--- config.mk ---
export PLATFORM = sky130hd
export DESIGN_NAME = avmm_sram_bridge
export DESIGN_NICKNAME = d
export VERILOG_FILES = /design/src/rtl/avmm_sram_bridge.sv
export SDC_FILE = /design/constraint.sdc
export NUM_CORES = 1
export LEC_CHECK = 0
export ABC_AREA = 1
export CORE_MARGIN = 3
export CORE_UTILIZATION = 40
export DETAILED_ROUTE_END_ITERATION = 16
export GPL_TIMING_DRIVEN = 0
export PLACE_DENSITY_LB_ADDON = 0.2
export SLEW_MARGIN = 30
export SYNTH_ARGS = -nofsm -noshare
export SYNTH_HDL_FRONTEND = slang
export SYNTH_SLANG_ARGS = --single-unit
--- constraint.sdc ---
create_clock -name clk -period 1.5 [get_ports clk]
set_input_delay 0.225 -clock clk [delete_from_list [all_inputs] [get_ports clk]]
set_output_delay 0.225 -clock clk [all_outputs]
set_load 0.005 [all_outputs]
--- src/rtl/avmm_sram_bridge.sv ---
// avmm_sram_bridge
//   Avalon-MM slave to asynchronous SRAM controller. Each Avalon word is split
//   into RATIO = AVS_DW/SRAM_DW SRAM beats, little-endian (beat k carries
//   avs bits [k*SRAM_DW +: SRAM_DW] at SRAM word {word_addr, k}). Every beat
//   holds the SRAM strobes for 1+WAIT_CYCLES cycles. A one-cycle turnaround
//   separates consecutive beats. Write beats whose byte lanes are all
//   disabled are skipped. A write with no enabled lane completes in IDLE.
//
// Ports
//   clk, reset_n          clock, asynchronous active-low reset
//   avs_address           byte address (bits below the word offset ignored)
//   avs_byteenable        write byte lanes (ignored for reads)
//   avs_read/avs_write    requests; write wins when both are high
//   avs_writedata         write data
//   avs_waitrequest       high while a transfer is in flight
//   avs_readdata          assembled read word, held until the next read ends
//   avs_readdatavalid     one-cycle pulse with valid avs_readdata
//   sram_addr             SRAM word address
//   sram_writedata        write data towards the pad wrapper
//   sram_readdata         read data from the pad wrapper
//   sram_ce_n/oe_n/we_n   active-low chip/output/write enables
//   sram_be_n             active-low byte lane enables
module avmm_sram_bridge #(
  parameter int unsigned AVS_DW      = 32,
  parameter int unsigned SRAM_DW     = 16,
  parameter int unsigned SRAM_AW     = 18,
  parameter int unsigned WAIT_CYCLES = 0,
  parameter int unsigned AVS_AW      = SRAM_AW + $clog2(SRAM_DW / 8)
) (
  input  logic                   clk,
  input  logic                   reset_n,
  input  logic [AVS_AW-1:0]      avs_address,
  input  logic [AVS_DW/8-1:0]    avs_byteenable,
  input  logic                   avs_read,
  input  logic                   avs_write,
  input  logic [AVS_DW-1:0]      avs_writedata,
  output logic                   avs_waitrequest,
  output logic [AVS_DW-1:0]      avs_readdata,
  output logic                   avs_readdatavalid,
  output logic [SRAM_AW-1:0]     sram_addr,
  output logic [SRAM_DW-1:0]     sram_writedata,
  input  logic [SRAM_DW-1:0]     sram_readdata,
  output logic                   sram_ce_n,
  output logic                   sram_oe_n,
  output logic                   sram_we_n,
  output logic [SRAM_DW/8-1:0]   sram_be_n
);

  localparam int unsigned RATIO    = AVS_DW / SRAM_DW;
  localparam int unsigned BEAT_W   = (RATIO > 1) ? $clog2(RATIO) : 1;
  localparam int unsigned AVS_BE   = AVS_DW / 8;
  localparam int unsigned SRAM_BE  = SRAM_DW / 8;
  localparam int unsigned SRAM_LSB = $clog2(SRAM_BE);

  typedef enum logic [1:0] {StIdle, StAccess, StTurn} state_e;

  state_e               state_q, state_d;
  logic [BEAT_W-1:0]    beat_q, beat_d;
  logic [3:0]           cnt_q, cnt_d;
  logic                 is_write_q, is_write_d;
  logic [RATIO-1:0]     mask_q, mask_d;
  logic [AVS_BE-1:0]    be_q, be_d;
  logic [AVS_DW-1:0]    wdata_q, wdata_d;
  logic [SRAM_AW-1:0]   base_q, base_d;
  logic [AVS_DW-1:0]    rbuf_q, rbuf_d;
  logic [AVS_DW-1:0]    rdata_q, rdata_d;
  logic                 rvalid_q, rvalid_d;
  logic                 waitreq_q;
  logic [SRAM_AW-1:0]   sram_addr_q, sram_addr_d;
  logic [SRAM_DW-1:0]   sram_wdata_q, sram_wdata_d;
  logic                 ce_n_q, ce_n_d;
  logic                 oe_n_q, oe_n_d;
  logic                 we_n_q, we_n_d;
  logic [SRAM_BE-1:0]   be_n_q, be_n_d;

  // Which beats a request visits: all of them for a read, only beats with at
  // least one enabled lane for a write.
  function automatic logic [RATIO-1:0] beat_mask(input logic wr,
                                                 input logic [AVS_BE-1:0] be);
    logic [RATIO-1:0] m;
    for (int k = 0; k < int'(RATIO); k++) begin
      m[k] = wr ? |be[k*SRAM_BE +: SRAM_BE] : 1'b1;
    end
    return m;
  endfunction

  // Lowest enabled beat at or above 'from'; MSB of the result is the hit flag.
  function automatic logic [BEAT_W:0] find_beat(input logic [RATIO-1:0] mask,
                                                input int from);
    logic              found;
    logic [BEAT_W-1:0] idx;
    found = 1'b0;
    idx   = '0;
    for (int k = int'(RATIO) - 1; k >= 0; k--) begin
      if (k >= from && mask[k]) begin
        found = 1'b1;
        idx   = BEAT_W'(k);
      end
    end
    return {found, idx};
  endfunction

  logic [RATIO-1:0]   req_mask;
  logic [BEAT_W:0]    hit;
  logic [SRAM_AW-1:0] req_base;
  logic               start_beat;
  logic [BEAT_W-1:0]  start_idx;
  logic               start_wr;
  logic [SRAM_AW-1:0] start_base;
  logic [AVS_BE-1:0]  start_be;
  logic [AVS_DW-1:0]  start_wdata;

  always_comb begin
    state_d      = state_q;
    beat_d       = beat_q;
    cnt_d        = cnt_q;
    is_write_d   = is_write_q;
    mask_d       = mask_q;
    be_d         = be_q;
    wdata_d      = wdata_q;
    base_d       = base_q;
    rbuf_d       = rbuf_q;
    rdata_d      = rdata_q;
    rvalid_d     = 1'b0;
    sram_addr_d  = sram_addr_q;
    sram_wdata_d = sram_wdata_q;
    ce_n_d       = ce_n_q;
    oe_n_d       = oe_n_q;
    we_n_d       = we_n_q;
    be_n_d       = be_n_q;
    req_mask     = '0;
    hit          = '0;
    req_base     = '0;
    start_beat   = 1'b0;
    start_idx    = '0;
    start_wr     = 1'b0;
    start_base   = '0;
    start_be     = '0;
    start_wdata  = '0;

    unique case (state_q)
      StIdle: begin
        if (avs_write || avs_read) begin
          req_mask = beat_mask(avs_write, avs_byteenable);
          hit      = find_beat(req_mask, 0);
          // Word-aligned SRAM base: beat index is added on top.
          req_base = avs_address[AVS_AW-1:SRAM_LSB] & ~SRAM_AW'(RATIO - 1);
          is_write_d = avs_write;
          mask_d     = req_mask;
          be_d       = avs_byteenable;
          wdata_d    = avs_writedata;
          base_d     = req_base;
          if (hit[BEAT_W]) begin
            state_d     = StAccess;
            beat_d      = hit[BEAT_W-1:0];
            cnt_d       = '0;
            start_beat  = 1'b1;
            start_idx   = hit[BEAT_W-1:0];
            start_wr    = avs_write;
            start_base  = req_base;
            start_be    = avs_byteenable;
            start_wdata = avs_writedata;
          end
        end
      end

      StAccess: begin
        if (cnt_q == 4'(WAIT_CYCLES)) begin
          if (!is_write_q) begin
            rbuf_d[int'(beat_q)*SRAM_DW +: SRAM_DW] = sram_readdata;
          end
          hit    = find_beat(mask_q, int'(beat_q) + 1);
          ce_n_d = 1'b1;
          oe_n_d = 1'b1;
          we_n_d = 1'b1;
          be_n_d = '1;
          if (hit[BEAT_W]) begin
            state_d = StTurn;
            beat_d  = hit[BEAT_W-1:0];
          end else begin
            state_d = StIdle;
            if (!is_write_q) begin
              // Publish the whole word at once so avs_readdata only ever
              // changes when a read completes.
              rvalid_d = 1'b1;
              rdata_d  = rbuf_d;
            end
          end
        end else begin
          cnt_d = cnt_q + 4'd1;
        end
      end

      StTurn: begin
        state_d     = StAccess;
        cnt_d       = '0;
        start_beat  = 1'b1;
        start_idx   = beat_q;
        start_wr    = is_write_q;
        start_base  = base_q;
        start_be    = be_q;
        start_wdata = wdata_q;
      end

      default: state_d = StIdle;
    endcase

    // SRAM pins for a beat are set up once on entry to ACCESS and held.
    if (start_beat) begin
      sram_addr_d  = start_base + SRAM_AW'(start_idx);
      sram_wdata_d = start_wdata[int'(start_idx)*SRAM_DW +: SRAM_DW];
      ce_n_d       = 1'b0;
      oe_n_d       = start_wr;
      we_n_d       = ~start_wr;
      be_n_d       = start_wr ? ~start_be[int'(start_idx)*SRAM_BE +: SRAM_BE] : '0;
    end
  end

  always_ff @(posedge clk or negedge reset_n) begin
    if (!reset_n) begin
      state_q      <= StIdle;
      beat_q       <= '0;
      cnt_q        <= '0;
      is_write_q   <= 1'b0;
      mask_q       <= '0;
      be_q         <= '0;
      wdata_q      <= '0;
      base_q       <= '0;
      rbuf_q       <= '0;
      rdata_q      <= '0;
      rvalid_q     <= 1'b0;
      waitreq_q    <= 1'b0;
      sram_addr_q  <= '0;
      sram_wdata_q <= '0;
      ce_n_q       <= 1'b1;
      oe_n_q       <= 1'b1;
      we_n_q       <= 1'b1;
      be_n_q       <= '1;
    end else begin
      state_q      <= state_d;
      beat_q       <= beat_d;
      cnt_q        <= cnt_d;
      is_write_q   <= is_write_d;
      mask_q       <= mask_d;
      be_q         <= be_d;
      wdata_q      <= wdata_d;
      base_q       <= base_d;
      rbuf_q       <= rbuf_d;
      rdata_q      <= rdata_d;
      rvalid_q     <= rvalid_d;
      waitreq_q    <= (state_d != StIdle);
      sram_addr_q  <= sram_addr_d;
      sram_wdata_q <= sram_wdata_d;
      ce_n_q       <= ce_n_d;
      oe_n_q       <= oe_n_d;
      we_n_q       <= we_n_d;
      be_n_q       <= be_n_d;
    end
  end

  // Sub-SRAM-word byte offset bits carry no information for this bridge.
  if (SRAM_LSB > 0) begin : g_unused_addr
    logic unused_addr_lsb;
    assign unused_addr_lsb = ^avs_address[SRAM_LSB-1:0];
  end

  assign avs_waitrequest   = waitreq_q;
  assign avs_readdata      = rdata_q;
  assign avs_readdatavalid = rvalid_q;
  assign sram_addr         = sram_addr_q;
  assign sram_writedata    = sram_wdata_q;
  assign sram_ce_n         = ce_n_q;
  assign sram_oe_n         = oe_n_q;
  assign sram_we_n         = we_n_q;
  assign sram_be_n         = be_n_q;

endmodule

==> impl_metrics.py <==
metrics = {
    "outcome": {
        "status": "complete, but fails checks",
        "violations": "setup timing",
    },
    "cts": {
        "clk_pin_slew_worst_paths_ns": 0.07,
        "insertion_delay_ns": 0.44,
        "cts_sinks": 167,
        "h-tree-depth": 4,
        "cts.path.max_buffers": 2,
        "cts_tree": "built",
        "root_buffer": "clkbuf_16",
        "numCtsBuffers": 17,
    },
    "sta": {
        "setup_slack_ns": -0.08663,
        "fmax_ghz": 0.6303,
        "min_period_ns": 1.587,
        "worstMarginPinSlew_ns": 0.4318,
        "hold_violations": 0,
        "holdWs_ns": 0.1581,
        "drv_slew": 0,
        "final.setup_skew_ns": 0.01147,
        "period_share": 1.058,
        "slew_headroom": 0.7121,
        "rsz0062_at_grt": "true",
        "setup_viol": 57,
    },
    "global_routing": {
        "overflow": 0,
        "grt_pass1_wl_mm": 35.58,
        "grt_usage": 0.2171,
        "grt_max_degree": 62,
        "grt_pass1_vias": 6994,
        "antenna_found_initial": 0,
    },
    "worst_setup_path": {
        "path_max_fanout": 8,
        "path_class": "flip-flop to flip-flop",
        "crit_path_max_incr_delay_ns": 0.41,
        "cp-start-kind": "flip-flop",
        "cpLargestDelayFamily": "buffers and inverters",
        "worstPathCellList": "inv_2 -> buf_6 -> nor2_4 -> nand3_2 -> buf_6 -> nor2_4 -> buf_4 -> buf_6 -> nand2_2 -> nand2_1",
        "required_ns": 1.87,
        "timing.critical_path.buf_inv": 5,
        "crit_path_end_kind": "flip-flop",
        "crit_arrival_ns": 1.95,
        "cp_slowest_cell": "dfrtp_2",
        "crit_top_cell": "buf_6",
    },
    "logic_synthesis": {
        "yosysWarnings": 0,
        "synth_top_area_share": 0.5312,
        "yosysUniqueCellTypes": 28,
        "synthMostInstantiatedCell": "nand2_1",
        "yosys-top-cells-count": "280 x nand2_1, 162 x dfrtp_1, 141 x o21ai_0",
        "async_flop_share": 1.000,
        "synth_ff_type": "dfrtp_1",
        "yosysTopAreaCell": "dfrtp_1",
        "syn-cell-area_sq_um": 7631,
        "synthesis.nets": 1013,
        "ys_ff_latch": 167,
        "synth_edf_count": 0,
        "synthTopCellsByArea": "dfrtp_1 53%, nand2_1 14%, o21ai_0 9.2%",
        "syn_avg_cell_area_sq_um": 8.153,
        "synthCells": 936,
        "ys_seq_area_frac": 0.5485,
    },
    "final_layout": {
        "num_antenna_cells": 0,
        "final_nets": 1225,
        "fin_area_sq_um": 10820,
        "drive_above_1_share": 0.1809,
        "utilization": 0.5903,
        "syn_to_final_growth_pct": 41.79,
        "fillers": 1637,
        "layout.cells.non_filler": 1390,
    },
    "die": {
        "initial_core_util": 0.4163,
        "rows": 49,
        "die_h_um": 144.1,
        "coreArea_sq_um": 18330,
        "io_pins": 148,
        "die_width_um": 144.1,
        "dieArea_sq_um": 20770,
    },
    "route": {
        "vias_per_cell": 5.109,
        "drtIter0Drc": 589,
        "drtPass1Iterations": 5,
        "postRouteAntennaNets": 0,
        "drc_errors": 0,
        "detail_route.wirelength_mm": 22.42,
        "wl_per_cell_um": 16.13,
        "vias": 7101,
    },
    "pwr": {
        "total_power_mw": 22.67,
        "p_leak_nw": 5.344,
        "powerDensity_nw_per_um2": 2095,
        "peakVddDrop_uv": 1000,
    },
    "placed_design": {
        "gp_congestion": 0.8051,
        "place_inst": 1311,
        "place_area_sq_um": 9419,
        "portBuffers": 144,
        "post-dp-hpwl_mm": 14.95,
    },
    "flow_run": {
        "max_cap_viol_count": 0,
    },
    "min_path": {
        "min_path_type": "primary input to flip-flop",
    },
}
## placed cells by master (no fill, tap or decap), types with 17 or more instances in the layout
cell type | synthesis | routed
a21oi_1 | 20 | 17
a22oi_1 | 17 | 17
buf_4 | 11 | 35
buf_6 | 5 | 22
clkbuf_16 | 0 | 22
clkdlybuf4s50_1 | 0 | 69
dfrtp_1 | 162 | 161
dlygate4sd2_1 | 0 | 68
inv_1 | 95 | 93
nand2_1 | 280 | 246
nand2_2 | 4 | 34
nand3_1 | 57 | 53
nor2_1 | 47 | 43
o21ai_0 | 141 | 116
o21ai_1 | 31 | 50
## routing by layer
metal | share of wire | GRT usage | vias to the layer above
met5 | 0 | 0 | -
met2 | 0.45 | 0.3300 | 203
li1 | - | - | 3429
met3 | 0.050 | 0.04894 | 34
met4 | 0.018 | 0.06293 | 0
met1 | 0.48 | 0.3128 | 3435
## tightest hold or removal path: stages
cell and delay, ns:
buf_2 0.17, nand2_1 0.08, o21ai_0 0.06
## layout make-up
class	count	area [sq um]	area share
Buffer	52	459.2	0.04244
Clock buffer	18	429.2	0.03966
Clock inverter	14	143.9	0.01330
Inverter	101	389.1	0.03596
Multi-Input combinational cell	613	2983	0.2757
Sequential cell	167	4187	0.3869
Tap cell	229	286.5	0.02648
Timing Repair Buffer	195	1932	0.1785
Timing Repair inverter	1	11.26	0.001041
## sequential cells by signal (all words and copies together) (netlist names)
name	flops
avs_waitrequest	1
is_write_q	1
beat_q	1
cnt_q	4
avs_readdatavalid	1
sram_addr	18
base_q	17
sram_ce_n	1
sram_be_n	2
sram_we_n	1
wdata_q	32
mask_q	1
state_q	2
avs_readdata	32
be_q	4
rbuf_q	32
sram_oe_n	1
sram_writedata	16
## final timing paths
check / startpoint / endpoint / slack [ns] / depth (start not counted)
worst max-delay path: state_q[0] / avs_readdata[14] / -0.09 / 10
worst min-delay path: avs_write / is_write_q / 0.16 / 3
worst max register to register: state_q[0] / avs_readdata[14] / -0.09 / 10
worst min register to register: sram_ce_n / sram_ce_n / 0.46 / 2
max in group asynchronous: reset_n / sram_oe_n / 0.23 / 4
min in group asynchronous: reset_n / wdata_q[11] / 0.27 / 2
## per-stage QoR
stage	worst slack [ns]	setup TNS, ns
finish	-0.08663	-1.937
floorplan	0.09213	0
detailed placement	-0.7331	-60.78
global placement	-6.884	-1194.66
CTS	-0.1108	-2.050
global route	-0.1629	-9.341
## power breakdown
group / total (mW) / switching, mW / leakage, nW / internal [mW]
Sequential: 7.55 / 0.891 / 2.07 / 6.66
Combinational: 10.8 / 6.00 / 3.01 / 4.81
Clock: 4.30 / 1.97 / 0.268 / 2.33
## logic make-up (layout without fill, tap and decap cells)
group	count (synthesis)	after routing	share of synthesized area
compound gates	212	212	0.1456
fa+ha+maj	2	2	0.003279
simple gates	398	398	0.2115
flops	167	167	0.5485
xor+xnor	1	1	0.001148
buf+inv	156	381	0.09001
## what timing repair did
item / 4_1_cts / 5_1_grt
setup buffers: 30 / 8
endpoints found under the setup margin: 231 / 162
endpoints found under the hold margin: 48 / 0
hold buffers: 1 / 0
resized for setup: 175 / 93
gates cloned: 6 / 6
pin swaps: 29 / 5
No activity file was read; power rests on OpenSTA's default activity.
